--- config.mk ---
export PLATFORM = sky130hd
export DESIGN_NAME = subdiv_sequencer
export DESIGN_NICKNAME = d
export VERILOG_FILES = /design/src/rtl/subdiv_pkg.sv /design/src/rtl/ram_port_mux.sv /design/src/rtl/subdiv_sequencer.sv
export SDC_FILE = /design/constraint.sdc
export NUM_CORES = 1
export LEC_CHECK = 0
export BUFFER_PORTS_ARGS = -buffer_cell sky130_fd_sc_hd__buf_4
export CAP_MARGIN = 20
export CELL_PAD_IN_SITES_DETAIL_PLACEMENT = 1
export CELL_PAD_IN_SITES_GLOBAL_PLACEMENT = 2
export CORE_MARGIN = 3
export CORE_UTILIZATION = 18
export CTS_CLUSTER_SIZE = 25
export DETAILED_ROUTE_END_ITERATION = 10
export PLACE_DENSITY_LB_ADDON = 0.25
export SKIP_CTS_REPAIR_TIMING = 1
export SYNTH_ARGS = -nofsm -noshare
export SYNTH_HDL_FRONTEND = slang
export SYNTH_SLANG_ARGS = --single-unit
--- constraint.sdc ---
create_clock -name clk -period 3.9 [get_ports clk]
set_input_delay 0.195 -clock clk [delete_from_list [all_inputs] [get_ports clk]]
set_output_delay 0.195 -clock clk [all_outputs]
set_load 0.01 [all_outputs]
--- src/rtl/subdiv_pkg.sv ---
// subdiv_pkg: shared types and constants for the subdivision stage sequencer
package subdiv_pkg;
    localparam int ADDR_W          = 9;
    localparam int NUM_STAGES_DFLT = 3;
    localparam int TIMER_W         = 17;
    localparam int STAGE_NBR       = 0;
    typedef enum logic [2:0] {
        S_IDLE,
        S_LAUNCH,
        S_WAIT_ACK,
        S_RUN,
        S_NEXT,
        S_DONE,
        S_ERROR
    } seq_state_t;
    typedef struct packed {
        logic              en;
        logic [3:0]        we;
        logic [ADDR_W-1:0] a;
        logic [31:0]       di;
    } ram_req_t;
endpackage

--- src/rtl/ram_port_mux.sv ---
// ram_port_mux: selects one stage's RAM request, or an all-zero idle request
module ram_port_mux
    import subdiv_pkg::*;
#(
    parameter int N  = 3,
    parameter int SW = 2
) (
    input  ram_req_t [N-1:0]  req,
    input  logic     [SW-1:0] sel,
    input  logic              force_idle,
    output ram_req_t          grant
);
    assign grant = force_idle ? '0 : req[sel];
endmodule

--- src/rtl/subdiv_sequencer.sv ---
// subdiv_sequencer: launches pipeline stages in order, owns the shared RAM grant, watchdogs each stage
module subdiv_sequencer
    import subdiv_pkg::*;
#(
    parameter int ADDR_WIDTH  = ADDR_W,
    parameter int NUM_STAGES  = NUM_STAGES_DFLT,
    parameter int ACK_TIMEOUT = 8,
    parameter int RUN_TIMEOUT = 65535,
    localparam int SW = (NUM_STAGES > 1) ? $clog2(NUM_STAGES) : 1
) (
    input  logic                                  clk,
    input  logic                                  rst,
    input  logic                                  start,
    input  logic                                  abort,
    output logic [NUM_STAGES-1:0]                 stage_start,
    input  logic [NUM_STAGES-1:0]                 stage_busy,
    input  logic [NUM_STAGES-1:0]                 s_obj_en,
    input  logic [NUM_STAGES-1:0][3:0]            s_obj_we,
    input  logic [NUM_STAGES-1:0][ADDR_WIDTH-1:0] s_obj_a,
    input  logic [NUM_STAGES-1:0][31:0]           s_obj_di,
    input  logic [NUM_STAGES-1:0]                 s_nbr_en,
    input  logic [NUM_STAGES-1:0][3:0]            s_nbr_we,
    input  logic [NUM_STAGES-1:0][ADDR_WIDTH-1:0] s_nbr_a,
    input  logic [NUM_STAGES-1:0][31:0]           s_nbr_di,
    output logic                                  RAM_OBJ_EN,
    output logic [3:0]                            RAM_OBJ_WE,
    output logic [ADDR_WIDTH-1:0]                 RAM_OBJ_A,
    output logic [31:0]                           RAM_OBJ_Di,
    output logic                                  RAM_NBR_EN,
    output logic [3:0]                            RAM_NBR_WE,
    output logic [ADDR_WIDTH-1:0]                 RAM_NBR_A,
    output logic [31:0]                           RAM_NBR_Di,
    output logic                                  busy,
    output logic                                  done,
    output logic                                  error,
    output logic [SW-1:0]                         err_stage,
    output logic [SW-1:0]                         cur_stage
);
    localparam logic [TIMER_W-1:0] ACK_LAST   = TIMER_W'(ACK_TIMEOUT - 1);
    localparam logic [TIMER_W-1:0] RUN_LAST   = TIMER_W'(RUN_TIMEOUT - 1);
    localparam logic [SW-1:0]      LAST_STAGE = SW'(NUM_STAGES - 1);
    seq_state_t state, state_n;
    logic [TIMER_W-1:0] timer, timer_n, timer_inc;
    logic [SW-1:0] cur_n, errs_n;
    logic grant_valid, gv_n, busy_n, err_n, fault;
    ram_req_t [NUM_STAGES-1:0] obj_req, nbr_req;
    ram_req_t obj_grant, nbr_grant;
    genvar g;
    generate
        for (g = 0; g < NUM_STAGES; g++) begin : g_req
            assign obj_req[g] = {s_obj_en[g], s_obj_we[g], s_obj_a[g], s_obj_di[g]};
            assign nbr_req[g] = {s_nbr_en[g], s_nbr_we[g], s_nbr_a[g], s_nbr_di[g]};
        end
    endgenerate
    ram_port_mux #(.N(NUM_STAGES), .SW(SW)) u_obj_mux (
        .req        (obj_req),
        .sel        (cur_stage),
        .force_idle (!grant_valid),
        .grant      (obj_grant)
    );
    ram_port_mux #(.N(NUM_STAGES), .SW(SW)) u_nbr_mux (
        .req        (nbr_req),
        .sel        (cur_stage),
        .force_idle (!grant_valid),
        .grant      (nbr_grant)
    );
    assign {RAM_OBJ_EN, RAM_OBJ_WE, RAM_OBJ_A, RAM_OBJ_Di} = obj_grant;
    assign {RAM_NBR_EN, RAM_NBR_WE, RAM_NBR_A, RAM_NBR_Di} = nbr_grant;
    assign timer_inc = (timer == '1) ? timer : timer + 1'b1;
    always_comb begin
        stage_start = (state == S_LAUNCH) ? (NUM_STAGES'(1) << cur_stage) : '0;
        done        = state == S_DONE;
        state_n     = state;
        timer_n     = '0;
        cur_n       = cur_stage;
        gv_n        = grant_valid;
        busy_n      = busy;
        err_n       = error;
        errs_n      = err_stage;
        fault       = 1'b0;
        case (state)
            S_IDLE: begin
                if (start) begin
                    cur_n   = SW'(STAGE_NBR);
                    err_n   = 1'b0;
                    busy_n  = 1'b1;
                    state_n = S_LAUNCH;
                end
            end
            S_LAUNCH: begin
                gv_n    = 1'b1;
                state_n = S_WAIT_ACK;
            end
            S_WAIT_ACK: begin
                if (stage_busy[cur_stage]) state_n = S_RUN;
                else if (timer == ACK_LAST) fault = 1'b1;
                else timer_n = timer_inc;
            end
            S_RUN: begin
                if (!stage_busy[cur_stage]) begin
                    gv_n    = 1'b0;
                    state_n = S_NEXT;
                end else if (timer == RUN_LAST) fault = 1'b1;
                else timer_n = timer_inc;
            end
            S_NEXT: begin
                if (cur_stage == LAST_STAGE) begin
                    busy_n  = 1'b0;
                    state_n = S_DONE;
                end else begin
                    cur_n   = cur_stage + 1'b1;
                    state_n = S_LAUNCH;
                end
            end
            default: state_n = S_IDLE;
        endcase
        // abort outranks both watchdogs and normal completion
        if (fault || (abort && state != S_IDLE)) begin
            state_n = S_ERROR;
            timer_n = '0;
            cur_n   = cur_stage;
            gv_n    = 1'b0;
            busy_n  = 1'b0;
            err_n   = 1'b1;
            errs_n  = cur_stage;
        end
    end
    always_ff @(posedge clk) begin
        if (rst) begin
            state       <= S_IDLE;
            timer       <= '0;
            cur_stage   <= '0;
            grant_valid <= 1'b0;
            busy        <= 1'b0;
            error       <= 1'b0;
            err_stage   <= '0;
        end else begin
            state       <= state_n;
            timer       <= timer_n;
            cur_stage   <= cur_n;
            grant_valid <= gv_n;
            busy        <= busy_n;
            error       <= err_n;
            err_stage   <= errs_n;
        end
    end
endmodule

# Word-level counts from Yosys, hierarchy flattened
# Index checks and enable logic that the tools add are counted.
[classes]
add_sub_neg = 2
order_cmp = 1
n_eq_ne = 17
n_shift = 1
muxes = 37
bitwise_logic = 1
reduce_logical = 15
[op_table]
columns = ["op", "n"]
rows = [
  ["binary-select mux 46 bit (select 2 bit)", 2],
  ["2-to-1 mux 46 bit", 4],
  ["2-to-1 mux 17 bit", 5],
  ["case mux 17 bit (2 select lines)", 1],
  ["2-to-1 mux 3 bit", 6],
  ["adder 17 x 1 -> 17 bit, second input constant", 1],
  ["== test 17 x 16 -> 1 bit, second input constant", 1],
  ["== test 17 bit, second input constant", 1],
  ["== test 17 x 3 -> 1 bit, second input constant", 1],
  ["case mux 3 bit (5 select lines)", 1],
  ["2-to-1 mux 1 bit", 11],
  ["inequality test 2 bit, second input constant", 5],
  ["inequality test 3 bit, second input constant", 3],
  ["AND reduction 3 bit", 3],
  ["nonzero test 2 bit", 4],
  ["== test 3 x 2 -> 1 bit, second input constant", 2],
  ["== test 3 bit, second input constant", 2],
  ["case mux 1 bit (2 select lines)", 3],
  ["2-to-1 mux 2 bit", 2],
  ["case mux 2 bit (2 select lines)", 1],
  ["AND reduction 2 bit", 2],
  ["AND reduction 4 bit", 1],
  ["== test 3 x 1 -> 1 bit, second input constant", 1],
  ["zero test 3 bit", 1],
  ["other kinds (10)", 10],
]
[totals]
ff_bits = 27
input_bits = 283
output_inout_bits = 102
elab_cells = 82

# Longest topological paths before layout
[depth]
ltp_word = 7
depth_mapped = 9
mapped_depth_nobuf = 7

# Modules after synthesis
# Synthesis repeated with hierarchy kept, for this count alone.
[hier_totals]
cells_unflattened = 604
area_unflattened_um2 = 5400.2
[modules_own_cells]
columns = ["mod", "instances", "cells_each", "area_each_um2"]
rows = [
  ["ram_port_mux", 2, 214, 1935.6],
  ["subdiv_sequencer", 1, 176, 1529.0],
]

# Least setup slack after synthesis
# Ideal clock, no wire load.
[synth_timing]
kind = "register to register"
from = "reg cur_stage[0]"
to = "reg cur_stage[0]"
t_arrival_ns = 1.922
setup_slack_ns = 1.862
stages_incl_launch_ff = 9
path_buffers = 2
period_less_slack_ns = 2.038
cell_sequence = "dfxtp_1 clkbuf_1 buf_1 inv_1 ha_1 nor2_1 mux2_2 a21oi_1 a41o_1"
[synth_between]
elab_chain_len = 7
word_cells_on_any_way = 13
cone_classes = "add/sub (1); eq/ne (2); mux (7); bitwise (1); reduce/logical (2)"
[synth_rtl]
columns = ["element", "line", "text"]
rows = [
  ["start: declaration", "subdiv_sequencer.sv:37", "output logic [SW-1:0] cur_stage"],
  ["start signal: assignment", "subdiv_sequencer.sv:140", "cur_stage <= cur_n;"],
  ["binary-select mux 1 bit (select 2 bit)", "subdiv_sequencer.sv:95, subdiv_sequencer.sv:100", ""],
  ["2-to-1 mux 1 bit (implied by the code)", "subdiv_sequencer.sv:95, subdiv_sequencer.sv:100", ""],
  ["2-to-1 mux 1 bit (on tied branches)", "subdiv_sequencer.sv:100, subdiv_sequencer.sv:95", ""],
  ["case mux 1 bit (2 select lines)", "subdiv_sequencer.sv:81", "case (state)"],
  ["logical OR 1 bit", "subdiv_sequencer.sv:118", "if (fault || (abort && state != S_IDLE)) begin"],
  ["NOT 1 bit (no source line)", "--", ""],
  ["AND reduction 4 bit (no source line)", "--", ""],
]
# Several ways; a longest one is shown, not always the timed one. The select of a mux whose other input is x is not followed.
# A chain may end at the register's enable or synchronous reset.

# Worst setup path after layout
[layout_timing]
from = "reg cur_stage[1]"
to = "out RAM_OBJ_Di[16]"
[layout_between]
elab_chain_len = 3
[layout_rtl]
columns = ["element", "line", "text"]
rows = [
  ["binary-select mux 46 bit (select 2 bit)", "ram_port_mux.sv:13", "assign grant = force_idle ? '0 : req[sel];"],
  ["2-to-1 mux 46 bit (implied by the code)", "ram_port_mux.sv:13", ""],
  ["2-to-1 mux 46 bit", "ram_port_mux.sv:13", ""],
  ["end: declaration", "subdiv_sequencer.sv:28", "output logic [31:0] RAM_OBJ_Di,"],
]
# No other way between the ends. The select of a mux whose other input is x is not followed.

==> flow_summary.toml <==
[grt]
use_met2 = 0.350
grt_antenna_before_repair = 1
grtUsageTotal = 0.192
grt_pass1_wl_mm = 35.9
overflow = 0
grt_util_met1 = 0.247
grt_use_met3 = 0.0284
busiest_layer = "met2"
grt_pass1_vias = 5479
grt_max_degree = 63

[clocking]
cts_tree = "yes"
numCtsBuffers = 3
clock-sinks = 27
cts-root-buf = "clkbuf_16"
clock_latency_ps = 270
cts_max_level = 1
clk_path_buf_depth = 2
clk_pin_slew_ps = 70

[sta]
worst_pin_slew_ps = 645
period_needed_ps = 2380
finalSetupTns_ps = 0
timing.final.crit_share = 0.611
fmax_mhz = 419
slew_headroom = 0.568
drv_slew = 0
skew_ps = 6.90
rsz0062_at_grt = "no"
hold_viol = 0
setup_violations = 0

[routing]
vias = 5421
drtAntennaViolNets = 0
wire_per_inst_um = 20.9
drt_iter0_markers = 191
avgViaCountPerCell = 4.48
drc = 0
drt-pass1-iter-count = 4
routed_wl_mm = 25.3

[status]
status = "finished, final reports clean"

[critical_path]
cp_data_required_time_ps = 3700
cp.arrival_ps = 2190
r2r_slack_ps = 1710
crit_type = "register to output pin"
r2r_cells = 5
r2r-start = "cur_stage[0]"
regToRegEndpoint = "timer[2]"
endpoint_kind = "output pin"
crit_fanout = 49
cp-start-kind = "register"

[power]
peakVddDrop_v = 0.000158
cellPowerDensity_nw_per_um2 = 153
p_leak_nw = 3.08

[placement]
post-place-cells = 1206
globalplace.congestion = 0.884
io_buffers = 384
place_hpwl_mm = 20.7
postPlaceCellArea_um2 = 7120

[floorplan]
rows = 53
num_io_pins = 385
die_h_um = 155
core_um2 = 21400
start_util = 0.187
dieWidth_um = 155
die-area_um2 = 24100

[synthesis]
synth_seq_cells = 27
synth_area_leaders = "mux2i_1, and2_1, dfxtp_1"
ys_seq_area_frac = 0.135
synth-edff-count = 0
synth_top_area_frac = 0.235
synth_nets = 878
yosys_warnings = 0
netlist_instances = 590
ys.flop_type = "dfxtp_1"
ys_async_sr_fraction = 0
synth.distinct_cells = 48
syn_area_um2 = 4010
synth_area_leader_cell = "mux2i_1"
syn_area_per_cell_um2 = 6.79

[worst_hold_path]
min_path_type = "primary input to register"
hp-start = "rst"
min_path_cells = 2
hold_end = "cur_stage[1]"

[layout]
n_fill_cell = 2702
finalInstanceArea_um2 = 7200
layout.nets = 1224
drive_above_1_share = 0.435
fin_util = 0.336
instances_no_fill = 1211
multi_input_area_um2 = 3230
syn_to_final_growth_pct = 79.6
regArea_um2 = 549

[run]
cap_violations = 0
-- critical path, cell delays in order, from the launching register on --
cell and delay (ps):
dfxtp_4 670, nor2b_4 300, buf_4 430, nand2_1 100, o21ai_0 110, and2_1 160
buf_4 120
-- sequential cells by signal (all words and copies together) (netlist names) --
| signal | flops |
|---|---|
| timer | 17 |
| error | 1 |
| grant_valid | 1 |
| cur_stage | 2 |
| err_stage | 2 |
| busy | 1 |
| state | 3 |
-- routing by layer --
metal  vias up  part of all wire
met2       169              0.52
li1       2722                 -
met1      2520              0.42
met5         -                 0
met4         0            0.0069
met3        10             0.059
-- power by group --
| part | internal [W] | switching (W) | total (W) |
|---|---|---|---|
| clock | 0.000140 | 0.000103 | 0.000243 |
| sequential | 0.000285 | 0.0000264 | 0.000311 |
| combinational | 0.000330 | 0.000218 | 0.000547 |
-- metrics by stage --
| stage | setup WS (ps) | total power [W] | hold WS (ps) |
|---|---|---|---|
| 2_1_floorplan | 1860 | 0.000539 | 408 |
| 3_3_place_gp | 1660 | 0.000869 | 451 |
| 3_5_place_dp | 1630 | 0.000872 | 463 |
| 4_1_cts | 1440 | 0.00111 | 185 |
| 5_1_grt | 1320 | 0.00118 | 183 |
| 6_report | 1520 | 0.00110 | 186 |
-- kinds of logic after synthesis --
family                     count (synthesis)  share of synthesized area
AOI/OAI and AO/OA                        130                      0.186
buffers and inverters                     59                     0.0612
and+or+nand+nor                          263                      0.341
muxes                                     95                      0.238
DFF                                       27                      0.135
adders and majority gates                  5                     0.0156
xor gates and xnor gates                  11                     0.0240
-- layout by cell type (no fill, tap or decap), types with 4 or more instances in the layout --
cell | synthesis | layout
dfxtp_1 | 27 | 24
nand2_1 | 104 | 104
nand3_1 | 6 | 6
ha_1 | 5 | 5
xnor2_1 | 8 | 8
nor2_1 | 21 | 21
nand4_1 | 4 | 4
inv_1 | 9 | 9
buf_4 | 0 | 389
a211oi_1 | 8 | 8
a21oi_1 | 10 | 10
and3_1 | 4 | 4
mux2i_1 | 94 | 94
and2_1 | 96 | 96
o21ai_0 | 97 | 97
nor3_1 | 5 | 5
-- area by class of cell --
class	count	area share
Multi-Input combinational cell	504	0.449
Clock buffer	4	0.0110
Timing Repair Buffer	391	0.411
Inverter	9	0.00469
Tap cell	275	0.0478
Antenna cell	1	0.000348
Sequential cell	27	0.0763
-- Yosys cell counts (3+ instances only) --
master	count
nand2b_1	3
clkbuf_1	38
buf_2	6
and4_1	3
inv_1	9
a21oi_1	10
nand4_1	4
and3_1	4
or4_1	3
mux2i_1	94
dfxtp_1	27
nor3_1	5
buf_1	3
o21ai_0	97
xnor2_1	8
and2_1	96
ha_1	5
a211oi_1	8
nor2_1	21
nand2_1	104
xor2_1	3
nand3_1	6
-- how the worst max path moves through the flow --
stage | startpoint | endpoint | slack (ps) | cells past startpoint
finish | cur_stage[1] | RAM_OBJ_Di[16] | 1520 | 6
detailed placement | cur_stage[0] | timer[2] | 1630 | 5
CTS | cur_stage[1] | RAM_OBJ_WE[0] | 1440 | 6
floorplan | cur_stage[0] | cur_stage[0] | 1860 | 8
global route | cur_stage[1] | RAM_OBJ_A[4] | 1320 | 6
global placement | cur_stage[0] | timer[2] | 1660 | 5
(Power assumes the default switching activity.)
